**src/rtl/decoder_nx2n_scan.sv**
```systemverilog
// Registered N-to-2^N active-low line decoder with direct decode and prescaled scan modes.
// Build option: define DECODER_BBM_EN for a break-before-make dead cycle on every line change.
module decoder_nx2n_scan #(
  parameter int N        = 2,
  parameter int SCAN_DIV = 4
) (
  input  logic              clock,
  input  logic              reset,
  input  logic              enable,
  input  logic              mode,
  input  logic [N-1:0]      sel,
  input  logic              load,
  output logic [0:(1<<N)-1] D,
  output logic [N-1:0]      scan_idx,
  output logic              wrap
);

  localparam int LINES = 1 << N;
  localparam int PW    = (SCAN_DIV > 1) ? $clog2(SCAN_DIV) : 1;
  localparam logic [PW-1:0] PRESC_LAST = PW'(SCAN_DIV - 1);

  logic [PW-1:0]    presc_r;
  logic [PW-1:0]    presc_s;
  logic             mode_r;
  logic [N-1:0]     idx_s;
  logic [0:LINES-1] d_s;
  logic             wrap_s;
  logic             step_s;
`ifdef DECODER_BBM_EN
  logic [N-1:0]     last_sel_r;
  logic [N-1:0]     last_sel_s;
`endif

  function automatic logic [0:LINES-1] decode_line(input logic [N-1:0] idx);
    logic [0:LINES-1] v;
    v      = '1;
    v[idx] = 1'b0;
    return v;
  endfunction

  // Next-state and next-output selection for both operating modes.
  always_comb begin
    d_s     = '1;
    idx_s   = scan_idx;
    presc_s = presc_r;
    wrap_s  = 1'b0;
    step_s  = (presc_r == PRESC_LAST);
    if (!mode) begin
      idx_s   = '0;
      presc_s = '0;
      if (enable) begin
        d_s = '1;
      end else begin
`ifdef DECODER_BBM_EN
        if (sel != last_sel_r) begin
          d_s = '1;
        end else begin
          d_s = decode_line(sel);
        end
`else
        d_s = decode_line(sel);
`endif
      end
    end else if (load) begin
      // load wins over both mode entry and a coincident step
      idx_s   = sel;
      presc_s = '0;
      if (enable) begin
        d_s = '1;
      end else begin
        d_s = decode_line(sel);
      end
    end else if (!mode_r) begin
      idx_s   = '0;
      presc_s = '0;
      if (enable) begin
        d_s = '1;
      end else begin
        d_s = decode_line('0);
      end
    end else if (enable) begin
      d_s = '1;
    end else begin
      if (step_s) begin
        idx_s   = scan_idx + 1'b1;
        presc_s = '0;
        wrap_s  = (scan_idx == '1);
      end else begin
        presc_s = presc_r + 1'b1;
      end
`ifdef DECODER_BBM_EN
      if (step_s) begin
        d_s = '1;
      end else begin
        d_s = decode_line(idx_s);
      end
`else
      d_s = decode_line(idx_s);
`endif
    end
`ifdef DECODER_BBM_EN
    if (mode) begin
      last_sel_s = idx_s;
    end else if (!enable) begin
      last_sel_s = sel;
    end else begin
      last_sel_s = last_sel_r;
    end
`endif
  end

  // State and output registers; every output comes straight from a flop.
  always_ff @(posedge clock) begin
    if (reset) begin
      D          <= '1;
      scan_idx   <= '0;
      presc_r    <= '0;
      wrap       <= 1'b0;
      mode_r     <= 1'b0;
`ifdef DECODER_BBM_EN
      last_sel_r <= '0;
`endif
    end else begin
      D          <= d_s;
      scan_idx   <= idx_s;
      presc_r    <= presc_s;
      wrap       <= wrap_s;
      mode_r     <= mode;
`ifdef DECODER_BBM_EN
      last_sel_r <= last_sel_s;
`endif
    end
  end

endmodule

```
**config.mk**
```make
export PLATFORM = sky130hd
export DESIGN_NAME = decoder_nx2n_scan
export DESIGN_NICKNAME = d
export VERILOG_FILES = /design/src/rtl/decoder_nx2n_scan.sv
export SDC_FILE = /design/constraint.sdc
export NUM_CORES = 1
export LEC_CHECK = 0
export BUFFER_PORTS_ARGS = -buffer_cell sky130_fd_sc_hd__buf_2
export CORE_AREA = 2 2 39 41
export DETAILED_ROUTE_END_ITERATION = 8
export DIE_AREA = 0 0 41 43
export GPL_TIMING_DRIVEN = 0
export PLACE_DENSITY_LB_ADDON = 0.12
export SLEW_MARGIN = 20
export SYNTH_ARGS = -nofsm -noshare
export SYNTH_HDL_FRONTEND = slang
export SYNTH_SLANG_ARGS = --single-unit
```
**constraint.sdc**
```tcl
create_clock -name clock -period 2.2 [get_ports clock]
set_input_delay 0.22 -clock clock [delete_from_list [all_inputs] [get_ports clock]]
set_output_delay 0.22 -clock clock [all_outputs]
set_load 0.005 [all_outputs]
```
; ---- Word-level counts from Yosys, hierarchy flattened
; Index checks and enable logic that the tools add are counted.
[classes]
n_lt_le_gt_ge = 4
mux = 19
n_bitwise = 7
reduce_logical = 5
n_addsub = 2
n_eq_ne = 3
[ops]
columns = operator, count
row1 = 4-bit 2-to-1 mux, 6
row2 = 2-bit 2-to-1 mux, 9
row3 = 4-bit inverter, 2
row4 = 3-bit greater-or-equal comparator (second input constant), 2
row5 = 3-bit by 1-bit less-than comparator with 1-bit output (second input constant), 2
row6 = 2-bit inverter with 3-bit output, 2
row7 = 6-bit OR reduction, 1
row8 = 2-bit by 1-bit adder with 2-bit output (second input constant), 2
row9 = 1-bit demux with 2-bit select, 2
row10 = 2-bit == test (second input constant), 2
row11 = 4-bit OR reduction, 1
row12 = 3-bit != test (second input constant), 1
row13 = 1-bit inverter, 3
row14 = 1-bit logical AND, 2
row15 = 1-bit 2-to-1 mux, 2
row16 = 2-bit OR reduction, 1
[totals]
out_inout_bits = 7
register_bits = 10
elab_cells = 45
in_bits = 7

; ---- Depth between registers and ports, before layout
; Gate-level depths: netlist (run 1).
[logic_depth]
depth_word = 16
depth_mapped = 4
ltp_nobuf = 4

; ---- Worst setup path after synthesis (run 1)
; Ideal clock, no wire load.
[synth_path]
kind = flip-flop to flip-flop
start = reg presc_r[0]
end = reg D[0] (netlist bit)
stages_incl_launch_ff = 5
synth_period_minus_slack_ns = 1.292
setup_time_ns = 0.124
t_required_ns = 2.076
path_slack_ns = 0.908
n_path_buf = 0
arrival_ns = 1.169
path_cell_list = dfxtp_1 > ha_1 > mux2_2 > o211ai_1 > nand3_1
[synth_via]
elab_chain_len = 16
[synth_lines]
columns = item, line_no
row1 = start: declaration, 22  ; logic [PW-1:0] presc_r;
row2 = start signal: assignment, 126  ; presc_r <= presc_s;
row3 = 2-bit == test *, 47  ; step_s = (presc_r == PRESC_LAST);
row4 = 2-bit 2-to-1 mux *, 84  ; if (step_s) begin
row5 = 2-bit 2-to-1 mux *, 81  ; end else if (enable) begin
row6 = 2-bit 2-to-1 mux *, 73  ; end else if (!mode_r) begin
row7 = 2-bit 2-to-1 mux *, 64  ; end else if (load) begin
row8 = 2-bit 2-to-1 mux *, 48  ; if (!mode) begin
row9 = 2-bit inverter with 3-bit output (implied by the code) *, 37  ; v[idx] = 1'b0;
row10 = 3-bit greater-or-equal comparator (implied by the code) / 3-bit by 1-bit less-than comparator with 1-bit output (equally long branches), 37
row11 = 1-bit logical AND (implied by the code), 37
row12 = 1-bit 2-to-1 mux (implied by the code), 37
row13 = 1-bit demux with 2-bit select *, 37
row14 = 4-bit inverter (no line) *, -
row15 = 4-bit 2-to-1 mux *, 81
row16 = 4-bit 2-to-1 mux *, 73
row17 = 4-bit 2-to-1 mux *, 64
row18 = 4-bit 2-to-1 mux *, 48
row19 = end signal: assignment, 124  ; D <= d_s;
row20 = end: declaration, 13  ; output logic [0:(1<<N)-1] D,
; Every way passes the cells marked *; elsewhere a longest branch is shown, timed or not. The select of a mux whose other input is x is not followed.
; A chain may end at the register's enable or synchronous reset.

; ---- Final worst setup path (run 1)
; Same ends and word-level chain as after synthesis.

==> metrics.yaml, run 1 <==
layout:
  final_common_cell: "buf_2"
  layoutNonFillerInstCount: 79
  syn_to_final_growth_pct: 26.2
  post-route-cell-area_um2: 584
  final_cell_mix: "buf_2, dfxtp_1, nand2_1"
  nets: 73
  drive_above_1_share_pct: 36.5
  n_antenna_cell: 0
timing:
  timing.final.ws_setup_ns: 0.804
  max_freq_ghz: 0.716
  hold_violations: 0
  relSlewSlack_pct: 80.7
  clock_skew_ns: 0.00219
  worst_slew_pin_slew_ns: 0.289
  fin_crit_sh_pct: 63.5
  setup_violations: 0
  drv_slew: 0
  fin_crit_ns: 1.40
  fin_setup_tns_ns: 0
  grt_setup_unrepaired: "false"
synthesis:
  ys_top_cells_by_area: "dfxtp_1, ha_1, mux2i_1"
  syn_area_um2: 463
  synthCells: 46
  syn_nets: 55
  avgSynthCellArea_um2: 10.1
  synth_top_area_share_pct: 43.2
  yosysTopAreaCell: "dfxtp_1"
  yosys_register_bits: 10
  ys_warn_count: 0
  ys_seq_area_share_pct: 43.2
  yosysUniqueCellTypes: 26
worst_hold_path:
  holdCritStartpoint: "reset"
  hp-class: "input port to flip-flop"
  holdPathEnd: "D[0]"
  worstHoldPathCells: 3
clock_tree:
  cts_setup_buffers: 0
  cts_tree: "yes"
  cts_resized: 0
  h-tree-depth: 1
  cts_sinks: 10
  hold_buffers: 0
  cts_made_buffers: 3
  clk-insertion-delay-late_ns: 0.26
  clk_pin_slew_worst_paths_ns: 0.07
  root_buffer: "clkbuf_4"
  max-clock-path-buffers: 2
die:
  io_pins: 14
  start_util_pct: 33.5
  core_area_um2: 1380
  die-area_um2: 1760
  dieWidth_um: 41
  die_h_um: 43
  fp-row-count: 14
route:
  drt-total-wl_um: 870
  drt_first_iter_violations: 14
  route.detailed.drc: 0
  vias_per_cell: 4.89
  ant_nets: 0
  wl_per_cell_um: 11.0
  vias: 386
  drt_pass1_iterations: 4
grt:
  grt_pass1_vias: 335
  grt_pass1_wl_um: 1390
  grt_max_degree: 8
  grt_overflow: 0
  track_usage_pct: 12.2
  antenna_found_initial: 0
place:
  place_area_um2: 548
  dp.cells: 75
  hpwl_um: 677
  place_ws_ns: 0.806
  io_buffer_count: 13
  gp_congestion: 0.691
power_and_ir_drop:
  max-vdd-ir-drop_uv: 401
  clockPowerShare_pct: 43.0
  seqPwrFrac_pct: 48.6
  power_density_nw_per_um2: 660
  p_sw_mw: 0.0849
  p_comb_share_pct: 8.4
  p_total_mw: 0.386
  internal-power_mw: 0.301
  cellLeakagePower_nw: 0.254
  p_sw_share_pct: 22.0
setup_path:
  end_kind: "flip-flop"
  arrival_ns: 1.55
  reg2reg_depth: 4
  required_ns: 2.35
  cp-start-kind: "flip-flop"
  crit_chain: "ha_1 -> mux2_2 -> o211ai_1 -> nand3_1"
  critical_path_class: "flip-flop to flip-flop"
  r2r_end: "D[0]"
  cpPeakStageDelay_ns: 0.39
  slowest_stage: "mux2_2"
  r2r-start: "presc_r[0]"
  critical_path_peak_fanout: 5
  r2r_slack_ns: 0.80
run_status:
  status: "finished clean"
job:
  max_cap_violations: 0
## sequential cells by signal, indices dropped and copies added, names as in the netlist
register,cells
D,4
presc_r,2
scan_idx,2
mode_r,1
wrap,1
## stage by stage
stage,hold WS [ns],util [%]
final,0.188,42.2
after global routing,0.184,42.2
after CTS,0.188,42.2
after detailed placement,0.468,39.6
after global placement,0.465,39.6
after floorplan,0.319,-
## kinds of logic after synthesis
group	after synthesis	share of synthesized area [%]
and+or+nand+nor	19	25.4
xor gates and xnor gates	2	3.78
muxes	3	6.76
DFF	10	43.2
adders and majority gates	2	5.40
AOI/OAI and AO/OA	9	14.6
buffers and inverters	1	0.810
## worst max-delay path, delay by kind of cell, from the launching register on
| family | cells | cell delay [ns] |
|---|---|---|
| muxes | 1 | 0.39 |
| DFF | 1 | 0.36 |
| and+or+nand+nor | 1 | 0.09 |
| adders and majority gates | 1 | 0.28 |
| AOI/OAI and AO/OA | 1 | 0.17 |
## power groups by stage
stage | combinational, mW | sequential, mW | clock [mW]
2_1_floorplan | 0.0158 | 0.192 | 0
3_3_place_gp | 0.0325 | 0.192 | 0
3_5_place_dp | 0.0329 | 0.192 | 0
4_1_cts | 0.0329 | 0.188 | 0.173
5_1_grt | 0.0362 | 0.188 | 0.185
6_report | 0.0324 | 0.188 | 0.166
## cell type report
cell class / instances / area [um^2]
clock buffer: 4 / 36.3
fill: 156 / 800
inverter: 1 / 3.75
multi-input combinational: 35 / 259
sequential: 10 / 200
tap: 16 / 20.0
timing repair buffer: 13 / 65.1
## worst max-delay path by stage
stage               start   end  slack [ns]  cells past startpoint
2_1_floorplan  presc_r[0]  D[0]        0.91                      4
3_3_place_gp   presc_r[0]  D[0]        0.80                      4
3_5_place_dp   presc_r[0]  D[0]        0.81                      4
4_1_cts        presc_r[0]  D[0]        0.79                      4
5_1_grt        presc_r[0]  D[0]        0.71                      4
6_report       presc_r[0]  D[0]        0.80                      4
## Yosys cell counts (all sizes together)
| cell | n |
|---|---|
| o211ai | 1 |
| mux2 | 1 |
| nor2 | 4 |
| nand3 | 3 |
| nand4b | 2 |
| mux2i | 2 |
| o22a | 2 |
| and2b | 2 |
| xor2 | 1 |
| nor3 | 1 |
| xnor2 | 1 |
| nand2b | 1 |
| ha | 2 |
| o31a | 1 |
| nand3b | 1 |
| inv | 1 |
| a21boi | 1 |
| nand2 | 4 |
| nor2b | 1 |
| a32oi | 1 |
| o21ai | 2 |
| dfxtp | 10 |
| a21oi | 1 |
## per-layer routing
layer,wire [um],GRT usage (%),vias up
met3,48,3.14,4
met2,359,16.3,11
met5,0,0,-
met4,26,10.0,0
li1,-,-,200
met1,436,15.6,171
(Power assumes the default switching activity.)
==> run 2: changes to the inputs <==
Clock period 2.2 ns to 1.35 ns, I/O delays scaled along.
==> metrics.yaml, run 2 (same netlist as run 1, synthesis figures left out) <==
run_status:
  status: "finished clean"  # unchanged
layout:
  nets: 73  # unchanged
  final_common_cell: "buf_2"  # unchanged
  n_antenna_cell: 0  # unchanged
  largest_register_ffs: 4  # unchanged
  drive_above_1_share_pct: 44.4  # was 36.5%
  layoutNonFillerInstCount: 79  # unchanged
  largestRegisters: "D: 4 flops, presc_r: 2 flops, scan_idx: 2 flops"  # unchanged
  syn_to_final_growth_pct: 33.2  # was 26.2%
  regMostFlops: "D"  # unchanged
  final_cell_mix: "buf_2, dfxtp_1, nand2_1"  # unchanged
  fillCellCount: 151  # was 156
route:
  drt_first_iter_violations: 11  # was 14
  drt-total-wl_um: 857  # was 870 um
  ant_nets: 0  # unchanged
  drt_pass1_iterations: 2  # was 4
  wl_per_cell_um: 10.8  # was 11.0 um
  route.detailed.drc: 0  # unchanged
  vias_per_cell: 4.87  # was 4.89
  vias: 385  # was 386
die:
  core_area_um2: 1380  # unchanged
  die_h_um: 43  # unchanged
  io_pins: 14  # unchanged
  start_util_pct: 33.5  # unchanged
  dieWidth_um: 41  # unchanged
  die-area_um2: 1760  # unchanged
  fp-row-count: 14  # unchanged
setup_path:
  r2r_end: "D[0]"  # unchanged
  cp-start-kind: "flip-flop"  # unchanged
  required_ns: 1.50  # was 2.35 ns
  critical_path_class: "flip-flop to flip-flop"  # unchanged
  r2r_slack_ns: 0.09  # was 0.80 ns
  critical_path_peak_fanout: 4  # was 5
  r2r-start: "scan_idx[0]"  # was presc_r[0]
  end_kind: "flip-flop"  # unchanged
  arrival_ns: 1.42  # was 1.55 ns
  reg2reg_depth: 4  # unchanged
power_and_ir_drop:
  clockPowerShare_pct: 42.9  # was 43.0%
  max-vdd-ir-drop_uv: 652  # was 401 uV
  internal-power_mw: 0.493  # was 0.301 mW
  p_sw_mw: 0.140  # was 0.0849 mW
  seqPwrFrac_pct: 48.5  # was 48.6%
  p_sw_share_pct: 22.2  # was 22.0%
  cellLeakagePower_nw: 0.251  # was 0.254 nW
  p_comb_share_pct: 8.6  # was 8.4%
  power_density_nw_per_um2: 1030  # was 660 nW/um^2
worst_hold_path:
  holdPathEnd: "D[0]"  # unchanged
  worstHoldPathCells: 3  # unchanged
  holdCritStartpoint: "reset"  # unchanged
  hp-class: "input port to flip-flop"  # unchanged
place:
  io_buffer_count: 13  # unchanged
  dp.cells: 75  # unchanged
  gp_congestion: 0.691  # unchanged
  place_ws_ns: -0.0440  # was 0.806 ns
  hpwl_um: 677  # unchanged
timing:
  timing.final.ws_setup_ns: 0.0863  # was 0.804 ns
  grt_setup_unrepaired: "false"  # unchanged
  hold_violations: 0  # unchanged
  clock_skew_ns: 0.000423  # was 0.00219 ns
  fin_crit_sh_pct: 93.6  # was 63.5%
  max_freq_ghz: 0.791  # was 0.716 GHz
  relSlewSlack_pct: 80.9  # was 80.7%
  setup_violations: 0  # unchanged
  drv_slew: 0  # unchanged
  fin_crit_ns: 1.26  # was 1.40 ns
  worst_slew_pin_slew_ns: 0.285  # was 0.289 ns
grt:
  grt_pass1_vias: 333  # was 335
  antenna_found_initial: 0  # unchanged
  grt_max_degree: 8  # unchanged
  track_usage_pct: 12.3  # was 12.2%
  grt_overflow: 0  # unchanged
  grt_pass1_wl_um: 1400  # was 1390 um
clock_tree:
  h-tree-depth: 1  # unchanged
  max-clock-path-buffers: 2  # unchanged
  cts_made_buffers: 3  # unchanged
  cts_sinks: 10  # unchanged
  cts_setup_buffers: 0  # unchanged
  clk_pin_slew_worst_paths_ns: 0.07  # about the same
  root_buffer: "clkbuf_4"  # unchanged
  clk-insertion-delay-late_ns: 0.26  # about the same
  cts_tree: "yes"  # unchanged
job:
  max_cap_violations: 0  # unchanged
-- run 2: cell counts in the layout (fill, tap and decap cells not counted) --
No cell type changed its count.
-- run 2: power groups by stage --
stage / sequential, mW / clock (mW) / combinational, mW
floorplan: 0.313 / 0 / 0.0258
global placement: 0.313 / 0 / 0.0530
detailed placement: 0.313 / 0 / 0.0536
CTS: 0.306 / 0.283 / 0.0537
global route: 0.309 / 0.302 / 0.0607
finish: 0.307 / 0.272 / 0.0543
-- run 2: per-stage QoR --
| stage | setup TNS (ns) | instance area (um^2) | utilization, % | power, mW | hold slack, ns |
|---|---|---|---|---|---|
| finish | 0 | 617 | 44.6 | 0.633 | 0.104 |
| global route | 0 | 617 | 44.6 | 0.671 | 0.0989 |
| CTS | 0 | 599 | 43.3 | 0.643 | 0.103 |
| detailed placement | -0.0440 | 548 | 39.6 | 0.366 | 0.383 |
| global placement | -0.0482 | 548 | 39.6 | 0.366 | 0.380 |
| floorplan | 0 | 463 | - | 0.339 | 0.234 |
-- run 2: layer usage --
layer | vias to the layer above | routed length (um) | track usage [%]
li1 | 200 | - | -
met1 | 170 | 421 | 15.9
met4 | 0 | 26 | 10.0
met3 | 4 | 47 | 3.14
met2 | 11 | 361 | 16.3
met5 | - | 0 | 0
-- run 2: layout make-up --
cell class / instances / area [um^2] / share of cell area (%)
multi-input cells: 35 / 288 / 46.7
well taps: 16 / 20.0 / 3.25
clock buffers: 4 / 36.3 / 5.88
flip-flops and latches: 10 / 204 / 33.1
repair buffers: 13 / 65.1 / 10.5
inverters: 1 / 3.75 / 0.609
-- run 2: worst max path at each step --
stage                     slack [ns]  endpoint  cells past startpoint        start
after floorplan                 0.06      D[0]                      4   presc_r[0]
after global placement         -0.05      D[0]                      4   presc_r[0]
after detailed placement       -0.04      D[0]                      4   presc_r[0]
after CTS                      0.008      D[0]                      4  scan_idx[0]
after global routing            0.02      D[0]                      4  scan_idx[0]
final                           0.09      D[0]                      4  scan_idx[0]
-- run 2: what timing repair did --
action / CTS / global route
hold buffers: 0 / 0
pin swaps: 0 / 1
endpoints found under the hold margin: 0 / 0
resized for setup: 4 / 3
endpoints found under the setup margin: 1 / 1
-- run 2: worst max-delay path, stage by stage, from the launching register on --
cell and delay (ns):
dfxtp_2 0.39, ha_4 0.22, mux2_4 0.27, o211ai_1 0.18
nand3_1 0.09
